$ cat src/rtl/cpu_pkg.sv
// cpu_pkg: shared widths, write-back source and write-back FSM encodings
package cpu_pkg;
    localparam int DATA_W = 16;
    localparam int RADDR_W = 4;
    localparam logic [3:0] R_ZERO = 4'd0;
    typedef enum logic [1:0] {WB_ALU = 2'd0, WB_DMEM = 2'd1, WB_PC1 = 2'd2} wb_src_e;
    typedef enum logic [1:0] {S_IDLE, S_ACTIVE, S_WAIT_LOAD, S_HALTED} wb_fsm_e;
endpackage

$ cat src/rtl/wb_stage.sv
// wb_stage: write-back register, source mux, forwarding, load stall/timeout, retire/halt
module wb_stage
    import cpu_pkg::*;
#(
    parameter int DATA_W = cpu_pkg::DATA_W,
    parameter int RADDR_W = cpu_pkg::RADDR_W,
    parameter int LOAD_TIMEOUT = 15
) (
    input  logic               clk,
    input  logic               rst,
    input  logic               mem_valid,
    input  logic               mem_rf_we,
    input  logic [RADDR_W-1:0] mem_dst,
    input  logic [1:0]         mem_src,
    input  logic [DATA_W-1:0]  mem_alu,
    input  logic [DATA_W-1:0]  mem_pc1,
    input  logic               mem_halt,
    input  logic               flush,
    input  logic [DATA_W-1:0]  dm_rdata,
    input  logic               dm_rvalid,
    output logic [RADDR_W-1:0] rf_w_addr,
    output logic [DATA_W-1:0]  rf_wdata,
    output logic               rf_we,
    output logic               fwd_valid,
    output logic [RADDR_W-1:0] fwd_addr,
    output logic [DATA_W-1:0]  fwd_data,
    output logic               wb_stall,
    output logic               halted,
    output logic               err_timeout,
    output logic [15:0]        instret
);
    localparam int CNT_W = $clog2(LOAD_TIMEOUT + 1);
    wb_fsm_e state, state_nx;
    logic [CNT_W-1:0] wait_cnt;
    logic wb_valid, wb_rf_we, wb_halt;
    logic [RADDR_W-1:0] wb_dst;
    logic [1:0] wb_src;
    logic [DATA_W-1:0] wb_alu, wb_pc1;
    logic is_load, data_ready, timeout_now, retire, halt_now;
    always_comb begin
        halted = state == S_HALTED;
        is_load = wb_valid && wb_src == WB_DMEM;
        data_ready = !is_load || dm_rvalid;
        timeout_now = is_load && !dm_rvalid && wait_cnt == CNT_W'(LOAD_TIMEOUT);
        retire = wb_valid && !halted && (data_ready || timeout_now);
        halt_now = retire && wb_halt;
        wb_stall = (is_load && !dm_rvalid && !timeout_now) || halted;
        rf_w_addr = wb_dst;
        rf_wdata = wb_src == WB_DMEM ? dm_rdata : wb_src == WB_PC1 ? wb_pc1 : wb_alu;
        fwd_valid = wb_valid && wb_rf_we && wb_dst != RADDR_W'(R_ZERO) && data_ready;
        fwd_addr = rf_w_addr;
        fwd_data = rf_wdata;
        rf_we = retire && fwd_valid;
        state_nx = (halted || halt_now) ? S_HALTED : wb_stall ? S_WAIT_LOAD :
                   (mem_valid && !flush) ? S_ACTIVE : S_IDLE;
    end
    always_ff @(posedge clk or posedge rst) begin
        if (rst) begin
            state <= S_IDLE;
            wait_cnt <= '0;
            err_timeout <= 1'b0;
            instret <= '0;
            wb_valid <= 1'b0;
            wb_rf_we <= 1'b0;
            wb_halt <= 1'b0;
            wb_dst <= '0;
            wb_src <= WB_ALU;
            wb_alu <= '0;
            wb_pc1 <= '0;
        end else begin
            state <= state_nx;
            wait_cnt <= (wb_stall && !halted) ? wait_cnt + 1'b1 : '0;
            err_timeout <= err_timeout || timeout_now;
            instret <= instret + 16'(retire);
            // the HLT's own retire edge must not let a younger instruction in
            if (!wb_stall) begin
                wb_valid <= mem_valid && !flush && !halt_now;
                wb_rf_we <= mem_rf_we;
                wb_halt <= mem_halt;
                wb_dst <= mem_dst;
                wb_src <= mem_src;
                wb_alu <= mem_alu;
                wb_pc1 <= mem_pc1;
            end
        end
    end
endmodule

$ cat config.mk
export PLATFORM = sky130hd
export DESIGN_NAME = wb_stage
export DESIGN_NICKNAME = d
export VERILOG_FILES = /design/src/rtl/cpu_pkg.sv /design/src/rtl/wb_stage.sv
export SDC_FILE = /design/constraint.sdc
export NUM_CORES = 1
export LEC_CHECK = 0
export CAP_MARGIN = 20
export CORE_ASPECT_RATIO = 0.6
export CORE_MARGIN = 2
export CORE_UTILIZATION = 48
export DETAILED_ROUTE_END_ITERATION = 8
export HOLD_SLACK_MARGIN = 0.05
export PLACE_DENSITY = 0.9
export SYNTH_ARGS = -nofsm -noshare
export SYNTH_HDL_FRONTEND = slang
export SYNTH_SLANG_ARGS = --single-unit
$ cat constraint.sdc
create_clock -name clk -period 3.6 [get_ports clk]
set_input_delay 0.72 -clock clk [delete_from_list [all_inputs] [get_ports clk]]
set_output_delay 0.72 -clock clk [all_outputs]
set_load 0.01 [all_outputs]
; ---- Yosys cells after proc, flatten, opt, wreduce, memory -nomap -nowiden
; Index checks and enable logic that the tools add are counted.
[word_totals]
regBits = 64
input_bits = 61
output_inout_bits = 61
elab_cells = 49
[op_classes]
add_sub_neg = 2
eq_ne = 4
muxes = 6
reduce_logical = 26
[ops]
columns = cell, count
row1 = 16-bit two-way mux, 2
row2 = 16-bit by 1-bit adder with 16-bit output, 1
row3 = 1-bit logical AND, 14
row4 = 1-bit zero test, 6
row5 = 1-bit logical OR, 5
row6 = 4-bit by 1-bit adder with 4-bit output (second input constant), 1
row7 = 2-bit == test (second input constant), 2
row8 = 4-bit == test (second input constant), 1
row9 = 2-bit two-way mux, 2
row10 = 4-bit two-way mux, 1
row11 = 4-bit nonzero test, 1
row12 = 2-bit by 1-bit == test with 1-bit output (second input constant), 1
row13 = 1-bit two-way mux, 1

; ---- Depth between registers and ports, before layout
; Gate-level depths: netlist of the first run.
[logic_depth]
ltp_word = 9
ltp_mapped = 11
ltp_nobuf = 9

; ---- Worst setup path after synthesis of the first run
; Ideal clock, no wire load.
[synth_timing]
path_kind = input -> register
start = in dm_rvalid
end = reg instret[12]
setup_time_ns = 0.132
arrival_time_ns = 2.284
required_ns = 3.468
setup_slack_ns = 1.184
cell_stages = 10
path_buffers = 2
cell_sequence = nand4bb_1 o21a_1 buf_6 buf_6 and2_1 ha_1 ha_1 nand3_1 nor3_1 xor2_1
[synth_via]
elab_chain_cells = 6
word_cells_on_any_way = 7
cone_classes = 1 x add/sub / 6 x reduce/logical
[synth_rtl]
columns = element, line_no
row1 = start: declaration, wb_stage.sv:20  ; input logic dm_rvalid,
row2 = 1-bit zero test, wb_stage.sv:44  ; timeout_now = is_load && !dm_rvalid && wait_cnt == CNT_W'(LOAD_TIMEOUT);
row3 = 1-bit logical AND (2 in a row), wb_stage.sv:44
row4 = 1-bit logical OR (*), wb_stage.sv:45  ; retire = wb_valid && !halted && (data_ready || timeout_now);
row5 = 1-bit logical AND (*), wb_stage.sv:45
row6 = 16-bit by 1-bit adder with 16-bit output (*), wb_stage.sv:74  ; instret <= instret + 16'(retire);
row7 = end signal: assignment, wb_stage.sv:74
row8 = end: declaration, wb_stage.sv:30  ; output logic [15:0] instret
; Mark *: on every way between the ends. The rest lies on a longest branch, timed or not.
; A chain may end at the register's enable or synchronous reset.

; ---- Worst setup path in the final report of the first run
[layout_timing]
start = reg wb_src[1]
end = out fwd_data[1]
[layout_via]
elab_chain_cells = 3
word_cells_on_any_way = 4
cone_classes = 2 x eq/ne / 2 x mux
[layout_rtl]
columns = element, line_no
row1 = start: declaration, wb_stage.sv:37  ; logic [1:0] wb_src;
row2 = start signal: assignment, wb_stage.sv:81  ; wb_src <= mem_src;
row3 = 2-bit == test, wb_stage.sv:49  ; rf_wdata = wb_src == WB_DMEM ? dm_rdata : wb_src == WB_PC1 ? wb_pc1 : wb_alu;
row4 = 16-bit two-way mux, wb_stage.sv:49
row5 = 16-bit two-way mux (*), wb_stage.sv:49
row6 = end: declaration, wb_stage.sv:26  ; output logic [DATA_W-1:0] fwd_data,
; Marked as above.

==> results.py, run 1 <==
metrics = {
    "floorplanning": {
        "initial_utilization_pct": 50.0,
        "die_y_um": 68.7,
        "io_pins": 122,
        "die_w_um": 112,
        "core_area_sq_um": 6710,
        "rows": 23,
        "dieArea_sq_um": 7690,
    },
    "sta": {
        "slew_violations": 0,
        "finalSetupViolCount": 0,
        "fmax_mhz": 325,
        "fin_crit_ps": 3080,
        "tns_ps": 0,
        "rsz0062_at_grt": "no",
        "fin_skew_ps": 5.53,
        "setup_ws_ps": 521,
        "worst_slew_pin_slew_ps": 698,
        "fin_crit_sh_pct": 85.5,
        "slew_headroom_pct": 53.4,
        "hold_viol": 0,
    },
    "clock_network": {
        "clock_sinks": 64,
        "holdBufCountCts": 0,
        "clk_latency_ps": 320,
        "htreeDepth": 3,
        "post_cts_buffers": 0,
        "clkTransAtPathRegs_ps": 50,
        "clockBufferDepth": 2,
        "cts_resized": 0,
        "cts_tree": "done",
        "cts_made_buffers": 9,
        "cts-root-buf": "clkbuf_16",
    },
    "critical_path": {
        "cp.required_ps": 2880,
        "ff2ff_setup_slack_ps": 1000,
        "crit_path_end_kind": "primary output",
        "critical_path_peak_fanout": 33,
        "critical_path_arrival_ps": 2360,
        "crit_type": "register to primary output",
        "cp-startpoint": "wb_src[1]",
        "start_kind": "register",
        "r2r-start": "wb_src[1]",
    },
    "power": {
        "p_clk_share_pct": 50.7,
        "max-vdd-ir-drop_uv": 278,
        "p_sw_mw": 0.330,
        "power.leakage_nw": 2.11,
        "switching_share_pct": 20.0,
        "power_density_nw_per_um2": 344,
        "pwr-share-comb_pct": 5.6,
        "p_int_mw": 1.32,
        "seqPwrFrac_pct": 43.7,
    },
    "layout": {
        "area_growth_pct": 43.0,
        "n_fill_cell": 505,
        "final_cell_count_no_fill": 471,
        "final_common_cell": "clkdlybuf4s50_1",
        "antennaDiodeCount": 0,
        "layout_common_cells": "clkdlybuf4s50_1, dfrtp_1, mux2_4",
        "nets": 443,
        "post_route_cells_drive_above_1_share_pct": 17.4,
    },
    "synthesis": {
        "synth.yosys.seq_area_share_pct": 47.8,
        "ys_warn_count": 0,
        "synth_top_area_share_pct": 47.8,
        "ys_types": 31,
        "synth_fp_nets": 337,
        "syn_inst": 273,
        "synth.area.top_cells": "dfrtp_1, mux2_4, buf_4, mux2i_1, a211oi_1",
        "netlist_area_sq_um": 3350,
        "ys_seq_elements": 64,
        "synth_area_leader_cell": "dfrtp_1",
        "avgSynthCellArea_sq_um": 12.3,
    },
    "status": {
        "status": "completed",
    },
    "route": {
        "drt-pass1-iter-count": 4,
        "vias_per_cell": 5.12,
        "avgRoutedWirePerCell_um": 16.7,
        "wl_um": 7880,
        "drc": 0,
        "vias": 2411,
        "ant_nets": 0,
        "drt_iter0_markers": 127,
    },
    "run": {
        "maxCapViolCount": 0,
    },
    "placement": {
        "io_buffers": 121,
        "dp.cells": 454,
        "dpl_worst_slack_ps": 648,
        "dp_hpwl_um": 5670,
        "routabilityCongestion": 0.821,
    },
    "min_path": {
        "hold_path.startpoint": "err_timeout",
        "min_path_type": "register to register",
    },
    "global_routing": {
        "grt_max_degree": 49,
        "track_usage_pct": 21.3,
        "grt_pass1_wl_um": 12500,
        "antenna_found_initial": 0,
        "grt_pass1_vias": 2478,
        "overflow": 0,
    },
}
sequential cells by signal, summed over array words and instances (netlist names):
register,cells
state,2
instret,16
err_timeout,1
wb_alu,16
wb_src,2
wb_halt,1
wb_rf_we,1
wb_valid,1
wait_cnt,4
fwd_addr,4
wb_pc1,16
cell type report:
class                   count  area [sq um]  area share, %
clock buffers               9           225           4.70
clock inverters             7          72.6           1.51
inverters                   4          15.0          0.313
multi-input cells         171          1490           31.0
flip-flops and latches     64          1600           33.4
well taps                  87           109           2.27
repair buffers            129          1280           26.8
synth_stat cells:
| library cell | instances |
|---|---|
| a31oi_1 | 1 |
| nor2b_1 | 17 |
| mux2_4 | 37 |
| nand3_1 | 6 |
| and4_1 | 1 |
| nand4bb_1 | 1 |
| mux2i_1 | 16 |
| a211oi_1 | 16 |
| buf_6 | 5 |
| nor3b_1 | 1 |
| o21ai_0 | 3 |
| dfrtp_1 | 64 |
| and2_1 | 1 |
| mux2_2 | 3 |
| buf_2 | 2 |
| nand4_1 | 4 |
| a21o_1 | 2 |
| a311oi_1 | 1 |
| o21a_1 | 1 |
| xnor2_1 | 11 |
| ha_1 | 3 |
| nor2_1 | 5 |
| nand2_1 | 10 |
| clkbuf_1 | 5 |
| inv_1 | 4 |
| and3_1 | 4 |
| xor2_1 | 4 |
| buf_4 | 22 |
| nor4_1 | 2 |
| nor3_1 | 4 |
| a21oi_1 | 17 |
power by group through the flow:
stage                     combinational (mW)  clock, mW  sequential, mW
after floorplan                       0.0173          0           0.733
after global placement                0.0880          0           0.732
after detailed placement              0.0903          0           0.732
after CTS                             0.0914      0.859           0.720
after global routing                   0.100      0.892           0.719
final                                 0.0923      0.837           0.720
kinds of logic after synthesis:
group                      after synthesis  synth area share (%)
AOI/OAI and AO/OA                       41                  7.69
adders and majority gates                3                  1.12
and+or+nand+nor                         56                  9.22
buffers and inverters                   38                  7.91
xor gates and xnor gates                15                  3.92
DFF                                     64                  47.8
muxes                                   56                  22.4
metal layers:
layer	track usage (%)	part of all wire, %
met3	5.59	5.4
met2	36.0	49
met1	27.8	45
met4	6.33	0.65
met5	0	0
final timing paths:
kind	end	cells after the start
worst max register to register	instret[12]	8
min in group asynchronous	instret[3]	2
max in group asynchronous	wb_src[1]	4
worst max-delay path	fwd_data[1]	5
worst min-delay path	err_timeout	1
worst min register to register	err_timeout	1
metrics by stage:
stage          utilization, %  total power [mW]  area, sq um  hold WS [ps]
3_3_place_gp             66.8             0.820         4480           442
2_1_floorplan               -             0.750         3350           452
6_report                 71.5              1.65         4790           464
5_1_grt                  71.5              1.71         4790           488
3_5_place_dp             66.8             0.823         4480           452
4_1_cts                  71.2              1.67         4770           464
worst max-delay path, cell delays in order, from the launching register on:
cell	delay, ps
dfrtp_2	820
buf_4	310
nor2b_1	60
a211oi_1	240
a21oi_1	90
clkdlybuf4s50_1	520
(Power assumes the default switching activity.)
==> run 2: changes to the inputs <==
--- a/config.mk
+++ b/config.mk
@@ -5,10 +5,12 @@
 export SDC_FILE = /design/constraint.sdc
 export NUM_CORES = 1
 export LEC_CHECK = 0
-export CAP_MARGIN = 20
+export CAP_MARGIN = 15
+export CELL_PAD_IN_SITES_DETAIL_PLACEMENT = 0
+export CELL_PAD_IN_SITES_GLOBAL_PLACEMENT = 2
 export CORE_ASPECT_RATIO = 0.6
 export CORE_MARGIN = 2
-export CORE_UTILIZATION = 48
+export CORE_UTILIZATION = 30
 export DETAILED_ROUTE_END_ITERATION = 8
 export HOLD_SLACK_MARGIN = 0.05
 export PLACE_DENSITY = 0.9
==> results.py, run 2 (synthesized netlist as in run 1, its figures left out) <==
metrics = {
    "route": {
        "drt-pass1-iter-count": 4,
        "vias": 2378,
        "ant_nets": 0,
        "vias_per_cell": 4.58,
        "avgRoutedWirePerCell_um": 15.4,
        "drc": 0,
        "wl_um": 8010,
        "drt_iter0_markers": 68,
    },
    "floorplanning": {
        "die_y_um": 85.9,
        "io_pins": 122,
        "rows": 29,
        "initial_utilization_pct": 31.2,
        "core_area_sq_um": 10700,
        "die_w_um": 140,
        "dieArea_sq_um": 12100,
    },
    "placement": {
        "io_buffers": 121,
        "dp_hpwl_um": 5850,
        "routabilityCongestion": 0.783,
    },
    "clock_network": {
        "clock_sinks": 64,
        "cts_made_buffers": 9,
        "holdBufCountCts": 0,
        "htreeDepth": 3,
        "cts_tree": "done",
        "cts-root-buf": "clkbuf_16",
        "clkTransAtPathRegs_ps": 50,
        "post_cts_buffers": 0,
        "cts_resized": 0,
        "clk_latency_ps": 330,
        "clockBufferDepth": 2,
    },
    "critical_path": {
        "critical_path_arrival_ps": 2430,
        "critical_path_peak_fanout": 32,
        "crit_type": "register to primary output",
        "cp-startpoint": "wb_src[1]",
        "cp.required_ps": 2880,
        "start_kind": "register",
        "r2r-start": "wb_src[1]",
        "ff2ff_setup_slack_ps": 1080,
        "crit_path_end_kind": "primary output",
    },
    "global_routing": {
        "overflow": 0,
        "antenna_found_initial": 0,
        "grt_pass1_vias": 2316,
        "track_usage_pct": 13.5,
        "grt_max_degree": 40,
        "grt_pass1_wl_um": 12500,
    },
    "layout": {
        "post_route_cells_drive_above_1_share_pct": 16.6,
        "reg_top3": "instret (16), wb_alu (16), wb_pc1 (16)",
        "antennaDiodeCount": 0,
        "area_growth_pct": 44.7,
        "n_fill_cell": 1021,
        "layout_common_cells": "clkdlybuf4s50_1, dfrtp_1, mux2_4",
        "nets": 440,
        "final_common_cell": "clkdlybuf4s50_1",
    },
    "sta": {
        "fmax_mhz": 318,
        "hold_viol": 0,
        "rsz0062_at_grt": "no",
        "worst_slew_pin_slew_ps": 746,
        "slew_violations": 0,
        "slew_headroom_pct": 49.8,
        "fin_crit_sh_pct": 87.5,
        "fin_skew_ps": 7.40,
        "fin_crit_ps": 3150,
        "tns_ps": 0,
        "finalSetupViolCount": 0,
    },
    "min_path": {
        "hold_path.startpoint": "err_timeout",
        "min_path_type": "register to register",
    },
    "run": {
        "maxCapViolCount": 0,
    },
    "power": {
        "power_density_nw_per_um2": 355,
        "power.leakage_nw": 2.10,
        "p_total_mw": 1.72,
        "max-vdd-ir-drop_uv": 197,
    },
    "status": {
        "status": "completed",
    },
}
[run 2: stage by stage]
stage	cell area (sq um)	cells	util (%)	hold WS, ps	setup WS [ps]
after global routing	4850	519	45.2	499	269
after global placement	4540	504	42.3	446	631
after floorplan	3350	273	-	452	1180
after detailed placement	4540	504	42.3	452	636
after CTS	4850	519	45.2	474	401
final	4850	519	45.2	472	451
[run 2: worst paths after layout]
kind	to	cells past startpoint
worst max-delay path	rf_wdata[14]	4
max in group asynchronous	wb_pc1[2]	3
min in group asynchronous	wb_pc1[13]	2
worst max register to register	instret[12]	8
worst min-delay path	err_timeout	1
worst min register to register	err_timeout	1
[run 2: layout make-up]
class / instances / area, sq um / share of cell area (%)
flip-flops and latches: 64 / 1600 / 33.0
clock buffers: 9 / 225 / 4.64
well taps: 139 / 174 / 3.59
repair buffers: 126 / 1260 / 26.0
inverters: 4 / 15.0 / 0.310
multi-input cells: 171 / 1490 / 30.7
clock inverters: 6 / 85.1 / 1.75
[run 2: power breakdown]
| part | internal [mW] | switching [mW] |
|---|---|---|
| Clock | 0.599 | 0.311 |
| Combinational | 0.0631 | 0.0276 |
| Sequential | 0.720 | 0 |
[run 2: layer usage]
metal  global-route usage, %  routed length [um]  vias up
met3                    4.24                 407        2
met5                       0                   0        -
met1                    19.9                4220     1144
li1                        -                   -     1157
met4                    4.09                  40        0
met2                    18.9                3340       75
[run 2: worst max-delay path, cell delays in order (launching register included)]
cell	delay (ps)
dfrtp_2	790
buf_4	380
mux2i_1	110
a21oi_1	240
clkdlybuf4s50_1	580
==> run 3: changes to the inputs <==
--- a/config.mk
+++ b/config.mk
@@ -5,6 +5,7 @@
 export SDC_FILE = /design/constraint.sdc
 export NUM_CORES = 1
 export LEC_CHECK = 0
+export ABC_AREA = 0
 export CAP_MARGIN = 15
 export CELL_PAD_IN_SITES_DETAIL_PLACEMENT = 0
 export CELL_PAD_IN_SITES_GLOBAL_PLACEMENT = 2
@@ -14,6 +15,7 @@
 export DETAILED_ROUTE_END_ITERATION = 8
 export HOLD_SLACK_MARGIN = 0.05
 export PLACE_DENSITY = 0.9
+export SETUP_SLACK_MARGIN = 0.02
 export SYNTH_ARGS = -nofsm -noshare
 export SYNTH_HDL_FRONTEND = slang
 export SYNTH_SLANG_ARGS = --single-unit
==> results of run 3 <==
The final DEF is identical to that of run 2; final timing and power are the same.
